===== src/rtl/pipe_ctrl_pkg.sv =====
// pipe_ctrl_pkg: FSM states, ERET code and stall patterns for the pipeline sequencer
package pipe_ctrl_pkg;
   typedef enum logic [1:0] {RUN = 2'b00, EXC_HOLD = 2'b01, FLUSH = 2'b10} state_e;
   localparam logic [31:0] ERET_EXC = 32'h0000_000e;
   localparam logic STOP = 1'b1;
   localparam logic NO_STOP = 1'b0;
   localparam logic [5:0] STALL_NONE = {6{NO_STOP}};
   localparam logic [5:0] STALL_ID = 6'b000111;
   localparam logic [5:0] STALL_EX = 6'b001111;
   localparam logic [5:0] STALL_MEM = 6'b011111;
   localparam logic [5:0] STALL_ALL = {6{STOP}};
endpackage


===== src/rtl/pipe_ctrl_wdog.sv =====
// pipe_ctrl_wdog: saturating MEM-stall watchdog that fires on the MEM_TIMEOUT-th consecutive stall cycle
module pipe_ctrl_wdog #(
   parameter int MEM_TIMEOUT = 16
) (
   input  logic clk,
   input  logic rst,
   input  logic run,
   input  logic req,
   input  logic exc,
   output logic fire
);
   localparam int W = $clog2(MEM_TIMEOUT) + 1;
   localparam logic [W-1:0] LAST = W'(MEM_TIMEOUT - 1);
   localparam logic [W-1:0] MAX = '1;
   logic [W-1:0] cnt_q, cnt_d;
   always_comb begin
      fire = run && req && !exc && cnt_q == LAST;
      cnt_d = (run && req && !exc && !fire) ? (cnt_q == MAX ? cnt_q : cnt_q + 1'b1) : '0;
   end
   always_ff @(posedge clk) begin
      if (rst) cnt_q <= '0;
      else cnt_q <= cnt_d;
   end
endmodule


===== src/rtl/pipe_ctrl.sv =====
// pipe_ctrl: stall merge, exception/ERET flush sequencer and bus watchdog; PIPE_CTRL_PERF_EN adds stall/flush counters
module pipe_ctrl
   import pipe_ctrl_pkg::*;
#(
   parameter logic [31:0] EXC_VECTOR = 32'h0000_0020,
   parameter int MEM_TIMEOUT = 16,
   parameter logic [31:0] TO_EXCCODE = 32'h0000_000f
) (
   input  logic        clk,
   input  logic        rst,
   input  logic        stallreq_from_id,
   input  logic        stallreq_from_ex,
   input  logic        stallreq_from_mem,
   input  logic [31:0] excepttype_i,
   input  logic [31:0] cp0_epc_i,
   output logic [5:0]  stall,
   output logic        flush,
   output logic [31:0] new_pc,
   output logic        timeout_exc,
   output logic [31:0] excepttype_o,
`ifdef PIPE_CTRL_PERF_EN
   output logic [31:0] perf_stall_cnt,
   output logic [31:0] perf_flush_cnt,
`endif
   output logic        busy
);
   state_e state_q, state_d;
   logic [31:0] exc_type_q, exc_type_d, target_q, target_d, new_pc_q, new_pc_d;
   logic run, exc, trap;
   assign run = state_q == RUN;
   assign exc = excepttype_i != '0;
   assign trap = run && (exc || timeout_exc);
   pipe_ctrl_wdog #(.MEM_TIMEOUT(MEM_TIMEOUT)) u_wdog (
      .clk(clk), .rst(rst), .run(run), .req(stallreq_from_mem), .exc(exc), .fire(timeout_exc)
   );
   always_ff @(posedge clk) begin
      if (rst) begin
         state_q <= RUN;
         exc_type_q <= '0;
         target_q <= '0;
         new_pc_q <= '0;
      end else begin
         state_q <= state_d;
         exc_type_q <= exc_type_d;
         target_q <= target_d;
         new_pc_q <= new_pc_d;
      end
   end
   always_comb begin
      state_d = run ? (trap ? EXC_HOLD : RUN) : state_q == EXC_HOLD ? FLUSH : RUN;
      exc_type_d = trap ? (exc ? excepttype_i : TO_EXCCODE) : exc_type_q;
      target_d = trap ? ((exc && excepttype_i == ERET_EXC) ? cp0_epc_i : EXC_VECTOR) : target_q;
      new_pc_d = state_q == EXC_HOLD ? target_q : new_pc_q;
   end
   always_comb begin
      busy = !run;
      flush = state_q == FLUSH;
      new_pc = new_pc_q;
      excepttype_o = state_q == EXC_HOLD ? exc_type_q : timeout_exc ? TO_EXCCODE : '0;
      stall = (trap || state_q == EXC_HOLD) ? STALL_ALL :
              !run              ? STALL_NONE :
              stallreq_from_mem ? STALL_MEM :
              stallreq_from_ex  ? STALL_EX :
              stallreq_from_id  ? STALL_ID : STALL_NONE;
   end
`ifdef PIPE_CTRL_PERF_EN
   logic [31:0] perf_stall_q, perf_stall_d, perf_flush_q, perf_flush_d;
   always_comb begin
      perf_stall_d = perf_stall_q + {31'b0, |stall};
      perf_flush_d = perf_flush_q + {31'b0, flush};
      perf_stall_cnt = perf_stall_q;
      perf_flush_cnt = perf_flush_q;
   end
   always_ff @(posedge clk) begin
      if (rst) begin
         perf_stall_q <= '0;
         perf_flush_q <= '0;
      end else begin
         perf_stall_q <= perf_stall_d;
         perf_flush_q <= perf_flush_d;
      end
   end
`endif
endmodule


===== config.mk =====
export PLATFORM = sky130hd
export DESIGN_NAME = pipe_ctrl
export DESIGN_NICKNAME = d
export VERILOG_FILES = /design/src/rtl/pipe_ctrl_pkg.sv /design/src/rtl/pipe_ctrl_wdog.sv /design/src/rtl/pipe_ctrl.sv
export SDC_FILE = /design/constraint.sdc
export NUM_CORES = 1
export LEC_CHECK = 0
export ABC_CLOCK_PERIOD_IN_PS = 2100
export CAP_MARGIN = 20
export CORE_ASPECT_RATIO = 1.2
export CORE_MARGIN = 8
export CORE_UTILIZATION = 60
export CTS_BUF_LIST = sky130_fd_sc_hd__clkbuf_8
export DETAILED_ROUTE_END_ITERATION = 8
export DONT_BUFFER_PORTS = 1
export GPL_TIMING_DRIVEN = 0
export HOLD_SLACK_MARGIN = 0.02
export PLACE_DENSITY = 0.72
export SLEW_MARGIN = 40
export SYNTH_ARGS = -nofsm -noshare
export SYNTH_HDL_FRONTEND = slang
export SYNTH_SLANG_ARGS = --single-unit

===== constraint.sdc =====
create_clock -name clk -period 2.1 [get_ports clk]
set_input_delay 0.105 -clock clk [delete_from_list [all_inputs] [get_ports clk]]
set_output_delay 0.105 -clock clk [all_outputs]
set_load 0.005 [all_outputs]

## After elaboration in Yosys (flattened, before gate mapping)

Cells that the tools add are included.

- Register bits after elaboration: 103
- Latch bits: 0
- Bits in writable memories: 0
- ROM bits: 0
- Word-level logic and storage cells: 38
- Memories: 0

- $add $sub $neg: 1
- Multiply operators: 0
- Div/mod/pow operators: 0
- Order comparisons: 0
- Eq/ne operators: 5
- Shift operators: 0
- Muxes and demuxes: 12
- Bitwise gates (word level): 1
- Reductions and logical operators: 14

Operators with widths:

| operator | count |
|---|---|
| $mux 32 | 3 |
| $eq 32x4->1 const B | 1 |
| $reduce_bool 32->1 | 1 |
| $mux 5 | 2 |
| $mux 4 | 2 |
| $logic_and 1x1->1 | 6 |
| $mux 6 | 1 |
| $add 5x1->5 const B | 1 |
| $eq 5x4->1 const B | 1 |
| $eq 5x5->1 const B | 1 |
| $mux 2 | 2 |
| $logic_not 1->1 | 3 |
| $mux 3 | 1 |
| $eq 2x1->1 const B | 1 |
| $eq 2x2->1 const B | 1 |
| $logic_not 2->1 | 1 |
| $logic_or 1x1->1 | 2 |
| $reduce_or 2->1 | 1 |
| $mux 1 | 1 |
| $not 1->1 | 1 |

## Depth between registers and ports, before layout

Gate-level depths: netlist (run 1).

- Depth in word-level cells: 8
- Mapped depth: 8
- Gate-level depth less buffers: 7

## By module

A second synthesis (run 1) with hierarchy kept.

- Cell total of the unflattened synthesis: 624
- Area, all modules: 4954.8 um2

By module, submodules not included:

| module | times used | cells an instance | area an instance (um2) |
|---|---|---|---|
| pipe_ctrl | 1 | 598 | 4705.8 |
| pipe_ctrl_wdog | 1 | 26 | 249.0 |

## Worst setup path before layout (run 1)

No wires, ideal clock.

- Kind: register to register
- Start: register u_wdog.cnt_q[0]
- End: register exc_type_q[10]
- Library setup time: 74 ps
- Arrival time: 1602 ps
- Data required time: 2026 ps
- Slack: 423 ps
- Cell stages (with the launch flop): 9
- Path buffers: 1
- Clock period less this slack: 1677 ps
- Cells stage by stage: dfxtp_1 > ha_1 > and3_1 > ha_1 > nand2_1 > clkbuf_1 > and2_1 > nand4_1 > a31oi_1

- Cells in the longest elaborated chain, start to end: 4

RTL lines:

| element | RTL line | text |
|---|---|---|
| from (decl) | pipe_ctrl_wdog.sv:15 | `logic [W-1:0] cnt_q, cnt_d;` |
| from (signal assigned) | pipe_ctrl_wdog.sv:22 | `else cnt_q <= cnt_d;` |
| $eq 5x4->1 | pipe_ctrl_wdog.sv:17 | `fire = run && req && !exc && cnt_q == LAST;` |
| $logic_and 1x1->1 | pipe_ctrl_wdog.sv:17 |  |
| $logic_or 1x1->1 | pipe_ctrl.sv:32 | `assign trap = run && (exc \|\| timeout_exc);` |
| $logic_and 1x1->1 | pipe_ctrl.sv:32 |  |
| to (signal assigned) | pipe_ctrl.sv:44 | `exc_type_q <= exc_type_d;` |
| to (decl) | pipe_ctrl.sv:28 | `logic [31:0] exc_type_q, exc_type_d, target_q, target_d, new_pc_q, new_pc_d;` |

No other way between the ends.
A chain may end at the register's enable or synchronous reset.

## Worst setup path after layout (run 1)

- Start: register u_wdog.cnt_q[0]
- End: output stall[5]

- Cells in the longest elaborated chain, start to end: 6

RTL lines:

| element | RTL line | text |
|---|---|---|
| $eq 5x4->1 | pipe_ctrl_wdog.sv:17 |  |
| $logic_and 1x1->1 | pipe_ctrl_wdog.sv:17 |  |
| $logic_or 1x1->1 | pipe_ctrl.sv:32 |  |
| $logic_and 1x1->1 | pipe_ctrl.sv:32 |  |
| $logic_or 1x1->1 | pipe_ctrl.sv:60 | `stall = (trap \|\| state_q == EXC_HOLD) ? STALL_ALL :` |
| $mux 6 | pipe_ctrl.sv:60 |  |
| to (decl) | pipe_ctrl.sv:16 | `output logic [5:0] stall,` |

No other way between the ends.

==> flow_results.org, run 1 <==
** Outcome
- The flow ran to the end, and the final reports show no timing, DRC or antenna violations.

** STA
- On the final layout, the worst clock skew is 0.00779 ns.
- Measured slew at the worst slew-check pin :: 0.598 ns
- The number of hold violations in the final report came to 0.
- Post-layout worst setup margin :: 0.0758 ns
- Worst Hold Margin :: 0.136 ns
- Number of pins with negative max-slew slack in the final report :: 0
- Setup repair after global routing left no endpoint under its margin.
- Portion of the clock cycle consumed by the worst path in the final layout :: 0.964
- Summed negative setup slack over all endpoints :: 0 ns
- Static timing analysis puts the maximum clock frequency at 494 MHz.
- Worst rel slew slack :: 0.601
- Setup Viol. Count Final :: 0
- The clock period could shrink to 2.02 ns.

** Logic synthesis
- Top cells by instance count after synthesis :: 153 x sky130_fd_sc_hd__nand2_1, 103 x sky130_fd_sc_hd__dfxtp_1, 61 x sky130_fd_sc_hd__nand4_1, 59 x sky130_fd_sc_hd__a31oi_1, 56 x sky130_fd_sc_hd__and2_1
- Avg Cell Area, Syn :: 7.62 sq um
- Post-synthesis sequential element count :: 103
- Summed over all instances, the cell type with the most area after synthesis is sky130_fd_sc_hd__dfxtp_1.
- The cell area that synthesis handed to floorplanning was 5080 sq um.
- Ys Warns :: 0
- Syn nets :: 739
- After technology mapping, the gate count stands at 667.
- Share of the synthesized area in the top cell type :: 0.406
- For this run, the register share of the synthesized area comes to 0.406.
- Library cell with the highest instance count after synthesis :: sky130_fd_sc_hd__nand2_1
- Counting distinct cell types in the post-synthesis netlist gives 33.
- In the synthesized netlist the dominant register cell turns out to be sky130_fd_sc_hd__dfxtp_1.
- Proportion of register bits with asynchronous set or reset after synthesis :: 0
- After synthesis, the cell types taking the most area are sky130_fd_sc_hd__dfxtp_1 41%, sky130_fd_sc_hd__nand2_1 11%, sky130_fd_sc_hd__nand4_1 7.5%, sky130_fd_sc_hd__a31oi_1 7.3%, sky130_fd_sc_hd__and2_1 6.9%.
- Counting flops with a built-in enable in the synthesized netlist gives 0.

** Detailed routing
- Count of nets left with antenna violations after detail routing :: 0
- Summed over all layers, the routed wires come to 16900 microns.
- First-pass iteration count of the detailed router :: 7
- The routed layout has 5409 vias.
- Mean routed wirelength per cell :: 19.7 microns
- Vias per cell :: 6.29
- After the first detailed-routing iteration, the DRC count stood at 432.
- In the routed design, unresolved DRC markers number 0.

** Layout
- Area added between synthesis and finish :: 20.8%
- Layout cell share with drive strength beyond 1 :: 0.0898
- Antenna cells :: 0
- Count of nets after finishing :: 813

** Floorplanning
- The initial utilization of the core area, before any placement, comes to 0.623.
- Die W :: 100 microns
- Ports :: 142
- Die Outline Area :: 11700 sq um
- Core Area :: 8150 sq um
- Number of rows in the core area :: 36
- The floorplan step set the die height to 117 microns.

** Pwr
- VDD sags by at most 0.000348 V.
- The share of total power dissipated in combinational logic is 0.131.
- For this design the ratio of total power to cell area is 646 nW/um^2.
- Of the total power, the share spent switching nets is 0.272.
- Sequential power share :: 0.517
- The analysis attributes to net switching a power of 1.08 mW.
- The share of total power dissipated in the clock network is 0.351.
- Summed over all cells, the static leakage comes to 2.24 nW.
- Internal Dissipation :: 2.88 mW

** Clocking
- Clock Tree Buf Depth :: 2
- Clock latency of the later-clocked register in the worst-skew pair :: 0.38 ns
- Clock transition at the registers of the reported paths :: 0.10 ns
- TritonCTS built the clock tree.
- The clock net in this run drives a total of 103 sinks.
- CTS placed an instance of sky130_fd_sc_hd__clkbuf_8 at the clock tree root.
- TritonCTS buffer count :: 9
- The H-tree was split into 3 levels.

** Critical path
- Type of element capturing the critical path :: primary output
- For the worst setup path, the data required time is 2.00 ns.
- By startpoint and endpoint, the worst setup path is classified as flip-flop to primary output.
- At the worst endpoint, the arrival time is 1.92 ns.
- In this run the worst path has a maximum fanout of 16.
- Crit path launch type :: flip-flop

** Placed design
- Prior to clock tree synthesis, the placed netlist has a worst setup slack of 0.0300 ns.
- Hpwl dp :: 11300 microns
- The congestion estimate from routability-driven global placement came to 0.851.
- Port bufs :: 0

** Run
- Max Cap Violations :: 0

** Global route
- Total track usage :: 0.287
- First-pass GRT wire length :: 27100 microns
- The via count of the first global-routing pass is 5363.
- The number of antenna violations at the first check in global routing was 0.
- Gr ovfl total :: 0
- Largest net degree at the start of global routing :: 18

** Hold path
- Worst hold path class :: primary input to flip-flop
==> cell usage in the layout (no fill, tap or decap), drive strengths merged <==
master,n
a31oi,59
nor2,19
inv,10
mux2i,1
o21ai,4
nand2,153
clkbuf,45
nand4b,1
a41o,1
nand3,33
nand2b,1
nor2b,3
and2,56
dlygate4sd3,64
nor3,2
nor4b,1
a221oi,5
bufinv,2
nand4,61
clkinv,3
buf,34
xnor2,1
a21oi,35
nor4,6
and4,3
ha,3
clkinvlp,2
dfxtp,103
xor2,2
and3,33
==> power by group through the flow <==
stage	sequential (mW)	clock, mW	combinational, mW
finish	2.05	1.39	0.521
global route	2.06	1.47	0.565
CTS	2.05	1.39	0.506
detailed placement	2.09	0	0.399
global placement	2.09	0	0.391
floorplan	2.08	0	0.295
==> what timing repair did <==
action / CTS / global route
hold buffers: 64 / 0
buffers inserted: 1 / 0
setup endpoints to repair: 6 / 11
gates cloned: 0 / 0
pin swaps: 2 / 1
resized for setup: 16 / 6
endpoints found under the hold margin: 64 / 0
==> logic make-up after synthesis <==
logic type	after synthesis	share of synthesized area
simple gates	372	0.372
flops	103	0.406
mux	1	0.00197
xor+xnor	3	0.00517
compound gates	104	0.127
fa+ha+maj	3	0.00739
buf+inv	81	0.0808
==> per-stage QoR <==
| step | utilization | std cells | instance area (sq um) | power, mW |
|---|---|---|---|---|
| floorplan | - | 667 | 5080 | 2.37 |
| detailed placement | 0.641 | 781 | 5220 | 2.49 |
| global placement | 0.641 | 781 | 5220 | 2.48 |
| global route | 0.752 | 860 | 6130 | 4.10 |
| finish | 0.752 | 860 | 6130 | 3.96 |
| CTS | 0.752 | 862 | 6130 | 3.95 |
==> path summary, 6_finish.rpt <==
check                                startpoint        endpoint  slack [ns]  cells past startpoint
worst min-delay path            excepttype_i[3]    target_q[27]        0.14                      4
worst min register to register     target_q[28]      new_pc[28]        0.47                      2
worst max register to register  u_wdog.cnt_q[0]  exc_type_q[21]        0.11                      8
worst max-delay path            u_wdog.cnt_q[0]        stall[5]        0.08                      6
==> sequential cells by signal (all words and copies together), names as in the netlist <==
signal	cells
exc_type_q	32
new_pc	32
state_q	2
target_q	32
u_wdog.cnt_q	5
==> worst max-delay path: stages (launching register included) <==
cell,delay (ns)
sky130_fd_sc_hd__dfxtp_2,0.37
sky130_fd_sc_hd__ha_2,0.17
sky130_fd_sc_hd__and3_4,0.20
sky130_fd_sc_hd__ha_4,0.15
sky130_fd_sc_hd__nand2_4,0.11
sky130_fd_sc_hd__a41o_2,0.38
sky130_fd_sc_hd__nand2_1,0.15
==> area by class of cell <==
type                    count  area, sq um
flip-flops and latches    103         2060
plain buffers              69          367
fillers                   634         2020
well taps                 114          143
multi-input cells         483         2650
repair buffers             65          652
clock inverters             7         97.6
inverters                  10         37.5
clock buffers               9          124
==> per-layer routing <==
metal,vias to the layer above,wire [microns],global-route usage
met2,347,8250,0.489
met1,2508,6220,0.320
met5,-,0,0
met3,66,1810,0.0793
li1,2488,-,-
met4,0,650,0.157
Note: power is estimated with default switching activity, not from simulation.
==> inputs of run 2 (changes only) <==
==> constraint.sdc (replaced) <==
create_clock -name clk -period 2.1 [get_ports clk]
set_input_delay 0.105 -clock clk [delete_from_list [all_inputs] [get_ports clk]]
set_output_delay 0.105 -clock clk [all_outputs]
set_load 0.05 [all_outputs]
==> run 2 against run 1 <==
Compared with the run above:
- cell count increased by 0.93%
- clock skew increased by 0.00067 ns
- via count decreased by 0.28%
==> flow_results.org, run 2 (synthesis results as in run 1) <==
** Critical path
- Broken down by cell family, the worst path's largest delay share belongs to simple AND/OR/NAND/NOR gates.
- The most numerous cell type found on the critical path is sky130_fd_sc_hd__ha_4.
- Reg2Reg Setup Slack :: 0.08 ns
- Of all nets on the critical path, the largest fanout is 7.
- The slowest stage of the critical path belongs to the cell sky130_fd_sc_hd__dfxtp_2.
- R2R Path Start :: u_wdog.cnt_q[1]
- For the worst setup path, the data arrival time is 1.93 ns.
- In this design, the stage delay of the slowest critical-path cell is 0.37 ns.
- Reg2Reg Depth :: 9
- Combined buffer and inverter count along the critical path :: 0
- The setup path with the least slack is of type flip-flop to primary output.
- Crit path launch type :: flip-flop
- Worst path cell trace :: ha_4, and3_4, ha_4, nand2_4, a41o_2, nand2_2
- Type of element capturing the critical path :: primary output
- Worst flop-to-flop path endpoint :: exc_type_q[26]
- Critical Path RT :: 2.00 ns

** Layout
- Final core occ :: 0.771
- Area occupied by registers :: 2070 sq um
- In the layout the commonest cells are 151 x sky130_fd_sc_hd__nand2_1, 100 x sky130_fd_sc_hd__dfxtp_1, 64 x sky130_fd_sc_hd__dlygate4sd3_1, 61 x sky130_fd_sc_hd__nand4_1, 59 x sky130_fd_sc_hd__a31oi_1.
- Of the cells placed in the final design, the portion with a size suffix greater than 1 is 0.153.
- The multi-input combinational cells in the finished layout cover a total of 2760 sq um.
- Count of nets after finishing :: 821
- The library cell used most frequently in the layout, excluding fill and tap cells, is sky130_fd_sc_hd__nand2_1.
- Counting the fill cells in the layout gives 622.
- Area added between synthesis and finish :: 23.7%
- Antenna cells :: 0

** Detailed routing
- Mean routed wirelength per cell :: 19.4 microns
- Before antenna repair, the detailed router went through 5 iterations.
- DR DRC count :: 0
- Summed over all layers, the routed wires come to 16800 microns.
- Dividing the detail-routed via count by the number of cells gives 6.21.
- Once detail routing completed, the nets flagged for antenna violations numbered 0.
- The routed layout has 5394 vias.
- In this run, the number of DRC markers left after iteration 0 of detailed routing was 521.

** STA
- Subtracting the final worst setup slack from the clock period gives 2.03 ns.
- Number of pins with negative max-slew slack in the final report :: 0
- Across the routed clock network, the largest skew measured is 0.00846 ns.
- Fmax :: 492 MHz
- Setup violations remaining at the end of the flow were counted as 0.
- After layout, the worst setup slack is 0.0682 ns.
- Portion of the clock cycle consumed by the worst path in the final layout :: 0.968
- Final number of hold-violating endpoints :: 0
- Setup repair after global routing left no endpoint under its margin.
- Measured slew at the worst slew-check pin :: 0.618 ns
- Setup total negative slack on the finished layout was measured at 0 ns.
- Worst rel slew slack :: 0.588

** Global route
- Layer with the highest usage after global routing :: met2
- In the global route stage, met2 resource usage came out at 0.493.
- Entering global routing, the biggest net connects 20 pins.
- Gr ovfl total :: 0
- The number of antenna violations at the first check in global routing is 0.
- Total track usage :: 0.283
- Global routing met1 resource utilization :: 0.304
- Vias in the first global route :: 5350
- For met3 alone, demand over resource in global routing was 0.0840.
- First-pass GRT wire length :: 26700 microns

** Pwr
- The internal portion of the total power is 2.78 mW.
- Switching Share :: 0.306
- Sequential power share :: 0.514
- Share of total power in combinational logic :: 0.167
- Power spent charging and discharging nets :: 1.22 mW
- The share of total power dissipated in the clock network is 0.319.
- Worst IR Drop VDD :: 0.000448 V
- The analysis attributes to cell leakage a power of 2.31 nW.
- Total power density per cell area :: 637 nW/um^2

** Floorplanning
- Number of rows in the core area :: 36
- The die is 117 microns tall.
- Core Area :: 8150 sq um
- Die W :: 100 microns
- Pin placement for this block handled 142 I/O pins.
- Initial core utilization :: 0.623
- The floorplan step defined a die boundary enclosing 11700 sq um.

** Hold path
- In this run the worst hold path is classified as primary input to flip-flop.
- Hold Crit Depth :: 3
- Startpoint of the most critical hold path :: stallreq_from_mem
- The path with the worst hold slack has its endpoint at u_wdog.cnt_q[1].

** Clocking
- TritonCTS built the clock tree.
- Clock latency of the later-clocked register in the worst-skew pair :: 0.38 ns
- Maximum level of the CTS H-tree :: 3
- Cell chosen for the clock root :: sky130_fd_sc_hd__clkbuf_8
- TritonCTS buffer count :: 9
- Clock Tree Buf Depth :: 2
- Clock transition at the registers of the reported paths :: 0.10 ns
- Number of clock sinks :: 103

** Placed design
- Gp weighted congestion :: 0.851
- Port buffering added 0 buffers.
- The HPWL after detailed placement is 11300 microns.
- Timing analysis after detailed placement gives a worst setup slack of -0.277 ns.

** Run
- Max-cap violations in this run came to 0.

** Outcome
- The run finished with clean final reports.
[run 2: cell count changes in the layout (fill, tap and decap cells not counted), moves of 2 or more]
| cell | previous run | this run |
|---|---|---|
| sky130_fd_sc_hd__and2_1 | 56 | 28 |
| sky130_fd_sc_hd__and2_2 | 0 | 28 |
| sky130_fd_sc_hd__nor2_1 | 19 | 17 |
| sky130_fd_sc_hd__o21ai_4 | 0 | 4 |
| sky130_fd_sc_hd__clkbuf_2 | 1 | 5 |
| sky130_fd_sc_hd__o21ai_2 | 4 | 0 |
| sky130_fd_sc_hd__clkbuf_1 | 35 | 31 |
| sky130_fd_sc_hd__buf_4 | 10 | 18 |
| sky130_fd_sc_hd__a21oi_1 | 35 | 33 |
[run 2: worst max path at each step]
stage,end,depth (start not counted),slack [ns],from
final,stall[5],6,0.07,u_wdog.cnt_q[1]
after global routing,exc_type_q[21],9,0.008,u_wdog.cnt_q[1]
after CTS,excepttype_o[22],4,0.003,state_q[0]
after detailed placement,timeout_exc,8,-0.28,u_wdog.cnt_q[0]
after global placement,excepttype_o[2],8,-0.38,u_wdog.cnt_q[0]
after floorplan,stall[1],7,0.03,excepttype_i[28]
[run 2: area by class of cell]
cell class / instances / share of cell area
Multi-Input combinational cell: 483 / 0.438
Sequential cell: 103 / 0.329
Timing Repair Buffer: 73 / 0.113
Buffer: 69 / 0.0591
Tap cell: 114 / 0.0227
Clock buffer: 9 / 0.0197
Clock inverter: 7 / 0.0115
Inverter: 10 / 0.00637
[run 2: layer usage]
| layer | vias up | wire, microns |
|---|---|---|
| li1 | 2503 | - |
| met5 | - | 0 |
| met3 | 40 | 1780 |
| met2 | 334 | 8380 |
| met1 | 2517 | 6210 |
| met4 | 0 | 444 |
[run 2: what timing repair did]
item                       4_1_cts  5_1_grt
setup buffers                    6        3
setup endpoints to repair       36       39
hold buffers                    64        0
cloned                           0        0
hold endpoints to repair        64        0
resized for setup               49        9
pin swaps                        3        3
[run 2: worst register-to-register path: cells and delay by family, from the launching register on]
kind	cells	cell delay [ns]
compound gates	1	0.20
buf+inv	2	0.48
fa+ha+maj	2	0.32
flops	1	0.35
simple gates	4	0.59
[run 2: power by group through the flow]
stage	Clock [mW]	Combinational [mW]	Sequential, mW
6_report	1.28	0.666	2.06
5_1_grt	1.36	0.710	2.06
4_1_cts	1.27	0.651	2.05
3_5_place_dp	0	0.533	2.10
3_3_place_gp	0	0.519	2.09
2_1_floorplan	0	0.423	2.08
[run 2: per-stage QoR]
step / hold WS [ns] / instance area [sq um] / power, mW / instances
floorplan: 0.255 / 5080 / 2.51 / 667
CTS: 0.121 / 6250 / 3.98 / 866
detailed placement: 0.265 / 5250 / 2.63 / 781
global placement: 0.260 / 5220 / 2.61 / 781
global route: 0.153 / 6280 / 4.14 / 868
finish: 0.121 / 6280 / 4.00 / 868
